[config.mk]
export PLATFORM = sky130hd
export DESIGN_NAME = mem_access_controller_flat
export DESIGN_NICKNAME = d
export VERILOG_FILES = /design/src/rtl/mem_access_controller_pkg.sv /design/src/rtl/mem_access_controller_if.sv /design/src/rtl/mem_access_controller_timeout.sv /design/src/rtl/mem_access_controller.sv /design/src/flat_wrapper.sv
export SDC_FILE = /design/constraint.sdc
export NUM_CORES = 1
export LEC_CHECK = 0
export CAP_MARGIN = 5
export CORE_MARGIN = 5
export CORE_UTILIZATION = 47
export CTS_BUF_LIST = sky130_fd_sc_hd__clkbuf_16
export CTS_CLUSTER_DIAMETER = 150
export DETAILED_ROUTE_END_ITERATION = 6
export PLACE_DENSITY = 0.85
export SLEW_MARGIN = 20
export SYNTH_ARGS = -nofsm -noshare
export SYNTH_HDL_FRONTEND = slang
export SYNTH_SLANG_ARGS = --single-unit
[constraint.sdc]
create_clock -name clk -period 6.6 [get_ports clk]
set_clock_uncertainty 0.1 [all_clocks]
set_input_delay 0.66 -clock clk [delete_from_list [all_inputs] [get_ports clk]]
set_output_delay 0.66 -clock clk [all_outputs]
set_load 0.05 [all_outputs]
[src/rtl/mem_access_controller_pkg.sv]
// Shared M-stage definitions: control-bit positions and the memory-access FSM
// state encoding used by the data-memory sequencer.
package pipeline_pkg;

   localparam int unsigned CTRL_REGWRITE = 2;
   localparam int unsigned CTRL_MEMTOREG = 1;
   localparam int unsigned CTRL_MEMWRITE = 0;

   localparam logic [1:0] IDLE  = 2'd0;
   localparam logic [1:0] REQ   = 2'd1;
   localparam logic [1:0] DONE  = 2'd2;
   localparam logic [1:0] FAULT = 2'd3;

   // A load or store carried by a real (non-bubble) instruction.
   function automatic logic is_mem_access(input logic valid, input logic [2:0] ctrls);
      return valid & (ctrls[CTRL_MEMTOREG] | ctrls[CTRL_MEMWRITE]);
   endfunction

endpackage

[src/rtl/mem_access_controller_if.sv]
// Data-memory req/ack port; master is the access controller, slave the memory.
interface mem_access_controller_if;

   logic        mem_req;
   logic        mem_we;
   logic [31:0] mem_addr;
   logic [31:0] mem_wdata;
   logic        mem_ack;
   logic [31:0] mem_rdata;

   modport master (
      output mem_req, mem_we, mem_addr, mem_wdata,
      input  mem_ack, mem_rdata
   );

   modport slave (
      input  mem_req, mem_we, mem_addr, mem_wdata,
      output mem_ack, mem_rdata
   );

endinterface

[src/rtl/mem_access_controller_timeout.sv]
// Wait-cycle counter for an outstanding memory request; flags the cycle in
// which the TIMEOUT-th unacknowledged request cycle is being spent.
module mem_timeout_counter #(
   parameter int unsigned TIMEOUT = 255
) (
   input  logic clk,
   input  logic reset,
   input  logic i_clear,
   input  logic i_enable,
   output logic o_expired
);

   localparam int unsigned W = $clog2(TIMEOUT + 1);

   logic [W-1:0] r_count;

   always_ff @(posedge clk or posedge reset) begin
      if (reset)
         r_count <= '0;
      else if (i_clear)
         r_count <= '0;
      else if (i_enable)
         r_count <= r_count + 1'b1;
   end

   // Compare against TIMEOUT-1 so the count reaches TIMEOUT on this very edge.
   assign o_expired = (r_count == W'(TIMEOUT - 1));

endmodule

[src/rtl/mem_access_controller.sv]
// M-stage data-memory sequencer: issues req/ack accesses, stalls the pipeline
// while they are outstanding, returns load data and flags alignment/timeout faults.
module mem_access_controller
   import pipeline_pkg::*;
#(
   parameter int unsigned TIMEOUT     = 255,
   parameter bit          ALIGN_CHECK = 1'b1
) (
   input  logic                           clk,
   input  logic                           reset,
   input  logic                           valid_m,
   input  logic [2:0]                     ctrls_m,
   input  logic [31:0]                    aluout_m,
   input  logic [31:0]                    writedata_m,
   mem_access_controller_if.master        mem,
   output logic [31:0]                    readdata_m,
   output logic                           stall_m,
   output logic                           bubble_w,
   output logic                           fault,
   output logic [31:0]                    fault_addr
);

   logic [1:0]  r_state;
   logic        r_mem_req;
   logic        r_mem_we;
   logic [31:0] r_mem_addr;
   logic [31:0] r_mem_wdata;
   logic [31:0] r_readdata;
   logic        r_fault;
   logic [31:0] r_fault_addr;

   logic        w_access;
   logic        w_misaligned;
   logic        w_in_req;
   logic        w_expired;
   logic        w_stall;

   assign w_access     = is_mem_access(valid_m, ctrls_m);
   assign w_misaligned = ALIGN_CHECK && (aluout_m[1:0] != 2'b00);
   assign w_in_req     = (r_state == REQ);

   mem_timeout_counter #(
      .TIMEOUT (TIMEOUT)
   ) u_timeout (
      .clk       (clk),
      .reset     (reset),
      .i_clear   (~w_in_req | mem.mem_ack),
      .i_enable  (w_in_req & ~mem.mem_ack),
      .o_expired (w_expired)
   );

   always_ff @(posedge clk or posedge reset) begin
      if (reset) begin
         r_state      <= IDLE;
         r_mem_req    <= 1'b0;
         r_mem_we     <= 1'b0;
         r_mem_addr   <= '0;
         r_mem_wdata  <= '0;
         r_readdata   <= '0;
         r_fault      <= 1'b0;
         r_fault_addr <= '0;
      end else begin
         case (r_state)
            IDLE: begin
               if (w_access) begin
                  if (w_misaligned) begin
                     r_fault      <= 1'b1;
                     r_fault_addr <= aluout_m;
                     r_state      <= FAULT;
                  end else begin
                     r_mem_addr  <= aluout_m;
                     r_mem_wdata <= writedata_m;
                     r_mem_we    <= ctrls_m[CTRL_MEMWRITE];
                     r_mem_req   <= 1'b1;
                     r_state     <= REQ;
                  end
               end
            end
            REQ: begin
               // Ack is checked first so a same-cycle ack beats the timeout.
               if (mem.mem_ack) begin
                  if (!r_mem_we)
                     r_readdata <= mem.mem_rdata;
                  r_mem_req <= 1'b0;
                  r_state   <= DONE;
               end else if (w_expired) begin
                  r_mem_req    <= 1'b0;
                  r_fault      <= 1'b1;
                  r_fault_addr <= r_mem_addr;
                  r_state      <= FAULT;
               end
            end
            DONE:    r_state <= IDLE;
            FAULT:   r_state <= FAULT;
            default: r_state <= IDLE;
         endcase
      end
   end

   always_comb begin
      w_stall = 1'b0;
      case (r_state)
         IDLE:    w_stall = w_access;
         REQ:     w_stall = 1'b1;
         FAULT:   w_stall = 1'b1;
         default: w_stall = 1'b0;
      endcase
      if (reset)
         w_stall = 1'b0;
   end

   assign stall_m       = w_stall;
   assign bubble_w      = w_stall;
   assign readdata_m    = r_readdata;
   assign fault         = r_fault;
   assign fault_addr    = r_fault_addr;
   assign mem.mem_req   = r_mem_req;
   assign mem.mem_we    = r_mem_we;
   assign mem.mem_addr  = r_mem_addr;
   assign mem.mem_wdata = r_mem_wdata;

endmodule
[src/flat_wrapper.sv]
// flat-port wrapper written by rule: the top's interface ports become plain ports
module mem_access_controller_flat import pipeline_pkg::*;
#(
   parameter int unsigned TIMEOUT     = 255,
   parameter bit          ALIGN_CHECK = 1'b1
)
  (clk, reset, valid_m, ctrls_m, aluout_m, writedata_m, readdata_m, stall_m, bubble_w, fault, fault_addr, mem_mem_req, mem_mem_we, mem_mem_addr, mem_mem_wdata, mem_mem_ack, mem_mem_rdata);
  mem_access_controller_if mem_i ();
  input  logic clk;
  input  logic reset;
  input  logic valid_m;
  input  logic [2:0] ctrls_m;
  input  logic [31:0] aluout_m;
  input  logic [31:0] writedata_m;
  output logic [31:0] readdata_m;
  output logic stall_m;
  output logic bubble_w;
  output logic fault;
  output logic [31:0] fault_addr;
  output wire logic [$bits(mem_i.mem_req)-1:0] mem_mem_req;
  output wire logic [$bits(mem_i.mem_we)-1:0] mem_mem_we;
  output wire logic [$bits(mem_i.mem_addr)-1:0] mem_mem_addr;
  output wire logic [$bits(mem_i.mem_wdata)-1:0] mem_mem_wdata;
  input wire logic [$bits(mem_i.mem_ack)-1:0] mem_mem_ack;
  input wire logic [$bits(mem_i.mem_rdata)-1:0] mem_mem_rdata;
  assign mem_mem_req = mem_i.mem_req;
  assign mem_mem_we = mem_i.mem_we;
  assign mem_mem_addr = mem_i.mem_addr;
  assign mem_mem_wdata = mem_i.mem_wdata;
  assign mem_i.mem_ack = mem_mem_ack;
  assign mem_i.mem_rdata = mem_mem_rdata;
  mem_access_controller #(.TIMEOUT(TIMEOUT), .ALIGN_CHECK(ALIGN_CHECK)) u_core (.clk(clk), .reset(reset), .valid_m(valid_m), .ctrls_m(ctrls_m), .aluout_m(aluout_m), .writedata_m(writedata_m), .mem(mem_i), .readdata_m(readdata_m), .stall_m(stall_m), .bubble_w(bubble_w), .fault(fault), .fault_addr(fault_addr));
endmodule
Word-level counts from Yosys, hierarchy flattened --
Index checks and enable logic that the tools add are counted. Widths: inputs -> output; s select.
Storage, ports and cells: flip-flop bits (word level) 141, bits of input ports 103
Cells by class: multiplexer cells 24, add/subtract/negate cells 1, eq/ne operators 10, bitwise gates (word level) 8, reductions and logical operators 10
Operators with widths (number):
- $mux 32 | 4
- $pmux 32 s2 | 1
- $mux 8 | 2
- $mux 1 | 9
- $add 8x1->8 const B | 1
- $eq 8x8->1 const B | 1
- $mux 2 | 4
- $pmux 2 s4 | 1
- $ne 2x2->1 const B | 3
- $pmux 1 s2 | 3
- $reduce_and 3->1 | 2
- $reduce_bool 2->1 | 3
- $reduce_and 5->1 | 1
- $eq 2x2->1 const B | 2
- $ne 2x1->1 const B | 2
- $not 1->1 | 4
- $reduce_and 4->1 | 1
- $ne 3x3->1 const B | 1
- $and 1x1->1 | 2
- $eq 2x1->1 const B | 1
- $logic_not 2->1 | 1
- $or 1x1->1 | 2
- $reduce_and 2->1 | 1
- $reduce_or 2->1 | 1

Longest topological paths before layout --
depth after elaboration 4, depth in mapped cells 8, depth with buffers taken out 5

Hierarchy --
From an unflattened synthesis, not the netlist that was laid out.
Unflattened totals: cell total of the unflattened synthesis 375, area total of the unflattened synthesis 5799.3 um^2
By module, submodules not included:
- mem_access_controller | area an instance 5392.7 um^2, sequential area each 3328.2 um^2, instances 1, cells an instance 333
- mem_timeout_counter | area an instance 406.6 um^2, sequential area each 200.2 um^2, instances 1, cells an instance 42

Least setup slack after synthesis --
OpenSTA, ideal clock, no wires.
kind input to output, start point input ctrls_m[0], end point output stall_m, slack 3.880 ns, data required time 5.840 ns, arrival time 1.960 ns, stages on the path 4, cell sequence o211ai_1 nor2b_1 nor2_1 buf_4
On the way: cells in the longest elaborated chain, start to end 4
RTL lines:
- start: declaration | line flat_wrapper.sv:12 | input logic [2:0] ctrls_m;
- $or 1x1->1 | line mem_access_controller_pkg.sv:16 | return valid & (ctrls[CTRL_MEMTOREG] | ctrls[CTRL_MEMWRITE]);
- $and 1x1->1 | line mem_access_controller_pkg.sv:16
- $pmux 1 s2 | line mem_access_controller.sv:102 | case (r_state)
- $mux 1 | line mem_access_controller.sv:108 | if (reset)
- end: declaration | line flat_wrapper.sv:16 | output logic stall_m;
No other way between the ends.

Final worst setup path --
start point input ctrls_m[0], end point output bubble_w
On the way: cells in the longest elaborated chain, start to end 4
RTL lines:
- $or 1x1->1 | line mem_access_controller_pkg.sv:16
- $and 1x1->1 | line mem_access_controller_pkg.sv:16
- $pmux 1 s2 | line mem_access_controller.sv:102
- $mux 1 | line mem_access_controller.sv:108
- end: declaration | line flat_wrapper.sv:17 | output logic bubble_w;
No other way between the ends.

==> results.toml <==
[outcome]
status = "completed"

[pwr]
pwr-share-clk_pct = 20.0
vdd_ir_drop_max_v = 0.000382
p_seq_share_pct = 26.4
power_uw = 5770
swShare_pct = 43.7
p_comb_share_pct = 53.6
intPower_uw = 3250
p_per_area_mw_per_mm2 = 638
p_sw_uw = 2520
p_leak_uw = 0.00392

[global_routing]
busiest_layer = "met2"
grt_use_total_pct = 21.1
overflow = 0
use_met1_pct = 23.1
grt_antenna_before_repair = 0
grt_pass1_vias = 4477
grt_util_met2_pct = 36.5
use_met3_pct = 8.73
grt_pass1_wl_mm = 24.0
grt_max_degree = 72

[floorplanning]
core-area_mm2 = 0.0121
die_w_um = 122
initial_utilization_pct = 48.5
die-height_um = 122
io_pins = 236
dieArea_mm2 = 0.0148
num_rows = 40

[layout]
multi_input_area_mm2 = 0.00218
diodes = 0
final_nets = 709
fin_cells = 785
area_delta_synth_final_pct = 54.0
drive_above_1_share_pct = 32.7
register_area_mm2 = 0.00353
fillers = 815

[critical_path]
cp-end-kind = "primary output"
worst_ep_required_time_ns = 5.84
timing.critical_path.mode_cell = "clkdlybuf4s50_1"
path_buf_inv = 2
max_stage_delay_ns = 0.71
cp.arrival_ns = 2.62
crit_slowest_cell = "clkdlybuf4s50_1"
crit_type = "primary input to primary output"
path_max_fanout = 4
critPathLaunchType = "primary input"
crit_family = "buffers and inverters"
crit_chain = "clkdlybuf4s50_1 > o211ai_1 > nor2b_1 > nor2_1 > clkdlybuf4s50_1"

[clock_tree]
cts_buffer_depth = 2
ctsResizeCount = 0
postCtsSetupBuffers = 0
insertion_delay_ns = 0.41
cts_tree = "done"
h-tree-depth = 4
numCtsBuffers = 17
numClockSinks = 141
cts-root-buf = "clkbuf_16"
clk_pin_slew_ns = 0.06
ctsHoldBuffers = 0

[sta]
fmax_mhz = 296
relSlewSlack_pct = 40.2
setup_violations = 0
drv_slew = 0
fin_crit_sh_pct = 51.1
rsz0062_at_grt = "false"
finalWorstSetupSlack_ns = 3.22
tightest_slew_ns = 0.897
holdWs_ns = 0.387
hold_violations = 0
finalSetupTns_ns = 0
final.min_clock_period_ns = 3.38

[yosys]
seq_area_frac_synth_pct = 60.1
synth_nets = 471
synth_top_area_share_pct = 60.1
syn_inst = 366
syn_area_per_cell_um2 = 16.0
netlist-cell-type-count = 30
synth_top_cells_by_area = "dfrtp_1 (60%), mux2_2 (25%), mux2_4 (7.4%)"
netlist_area_mm2 = 0.00587
synth_seq_cells = 141
yosysTopAreaCell = "dfrtp_1"
yosys_warnings = 0

[placement]
place_ws_ns = 3.30
dp_hpwl_mm = 10.6
placed_cells = 753
portBuffers = 234
gp_congestion = 0.785

[hold_path]
min_path_type = "flop to flop"

[flow_run]
maxCapViolCount = 0

[route]
post_drt_wl_per_cell_um = 19.3
wl_mm = 15.2
routed_via_density = 4.98
vias = 3910
drtIter0Drc = 177
drc = 0
first_pass_iters = 4
ant_nets = 0
==> final cells by class <==
| cell class | instances | share of cell area, % |
|---|---|---|
| timing repair buffer | 239 | 26.3 |
| tap | 168 | 2.33 |
| sequential | 141 | 39.1 |
| multi-input combinational | 202 | 24.2 |
| clock buffer | 17 | 4.71 |
| inverter | 3 | 0.180 |
| clock inverter | 15 | 3.23 |
==> per-stage QoR <==
stage	cell area, um^2	utilization [%]
CTS	9030	74.6
finish	9030	74.6
global placement	8320	68.7
floorplan	5870	-
global route	9030	74.6
detailed placement	8320	68.7
==> path summary, 6_finish.rpt <==
check	from	endpoint	slack [ns]	cells past startpoint
worst max-delay path	ctrls_m[0]	bubble_w	3.22	5
worst min-delay path	u_core.mem.mem_req$_DFFE_PP0P_	u_core.mem.mem_req$_DFFE_PP0P_	0.39	1
worst max register to register	u_core.r_state[0]$_DFFE_PP0P_	u_core.fault_addr[14]$_DFFE_PP0P_	3.74	5
worst min register to register	u_core.mem.mem_req$_DFFE_PP0P_	u_core.mem.mem_req$_DFFE_PP0P_	0.39	1
max in group asynchronous	reset	u_core.fault_addr[6]$_DFFE_PP0P_	4.37	3
min in group asynchronous	reset	u_core.mem.mem_wdata[21]$_DFFE_PP0P_	0.67	2
==> registers in the layout, indices dropped and copies added (netlist names) <==
| name | flops |
|---|---|
| u_core.u_timeout.r_count | 8 |
| u_core.mem.mem_wdata | 32 |
| u_core.r_state | 2 |
| u_core.mem.mem_req | 1 |
| u_core.mem.mem_we | 1 |
| u_core.fault_addr | 32 |
| u_core.fault | 1 |
| u_core.mem.mem_addr | 32 |
| u_core.readdata_m | 32 |
==> Yosys cell counts, drive strengths merged <==
| cell | instances |
|---|---|
| nor4 | 1 |
| nand3 | 3 |
| xnor2 | 1 |
| xor2 | 5 |
| nor2b | 3 |
| a21oi | 1 |
| a21o | 1 |
| ha | 2 |
| buf | 19 |
| inv | 3 |
| clkbuf | 1 |
| dfrtp | 141 |
| o22a | 1 |
| o32a | 1 |
| mux2 | 159 |
| and2b | 1 |
| nor2 | 12 |
| nand4 | 2 |
| o21ai | 1 |
| o211ai | 1 |
| nand2b | 2 |
| and3 | 1 |
| nand2 | 2 |
| and4 | 2 |
==> layer usage <==
layer	vias up	share of wire [%]
met5	-	0
met4	0	2.0
met3	21	8.8
met2	160	52
met1	1963	37
li1	1766	-
==> layout by cell type (no fill, tap or decap) <==
cell type / count
clkdlybuf4s50_1: 234
dfrtp_1: 141
mux2_2: 130
mux2_4: 29
clkbuf_16: 17
nor2_1: 11
bufinv_16: 8
xor2_1: 5
buf_4: 5
nor2b_1: 3
nand3_1: 3
nand2_1: 2
inv_1: 2
and4_1: 2
nand4_1: 2
inv_6: 2
ha_1: 2
clkinv_2: 2
clkinv_4: 2
clkinvlp_4: 2
and2b_2: 1
nor2_2: 1
o211ai_1: 1
nor4_2: 1
nand2b_2: 1
o32a_2: 1
a21oi_1: 1
xnor2_1: 1
and3_1: 1
o22a_1: 1
o21ai_0: 1
a21o_1: 1
nand2b_1: 1
==> power groups by stage <==
stage / Combinational [uW] / Clock, uW / Sequential (uW)
2_1_floorplan: 697 / 0 / 2880
6_report: 3090 / 1150 / 1520
5_1_grt: 3200 / 1210 / 1580
3_3_place_gp: 3070 / 0 / 1490
3_5_place_dp: 3110 / 0 / 1520
4_1_cts: 3130 / 1170 / 1520
==> logic make-up (layout without fill, tap and decap cells) <==
| logic type | Yosys count | in the layout | share of synthesized area [%] |
|---|---|---|---|
| buffers and inverters | 23 | 274 | 2.86 |
| xor gates and xnor gates | 6 | 6 | 0.896 |
| adders and majority gates | 2 | 2 | 0.426 |
| DFF | 141 | 141 | 60.1 |
| and+or+nand+nor | 29 | 29 | 2.58 |
| AOI/OAI and AO/OA | 6 | 6 | 0.746 |
| muxes | 159 | 159 | 32.4 |
Power figures use the tool's default switching activity.
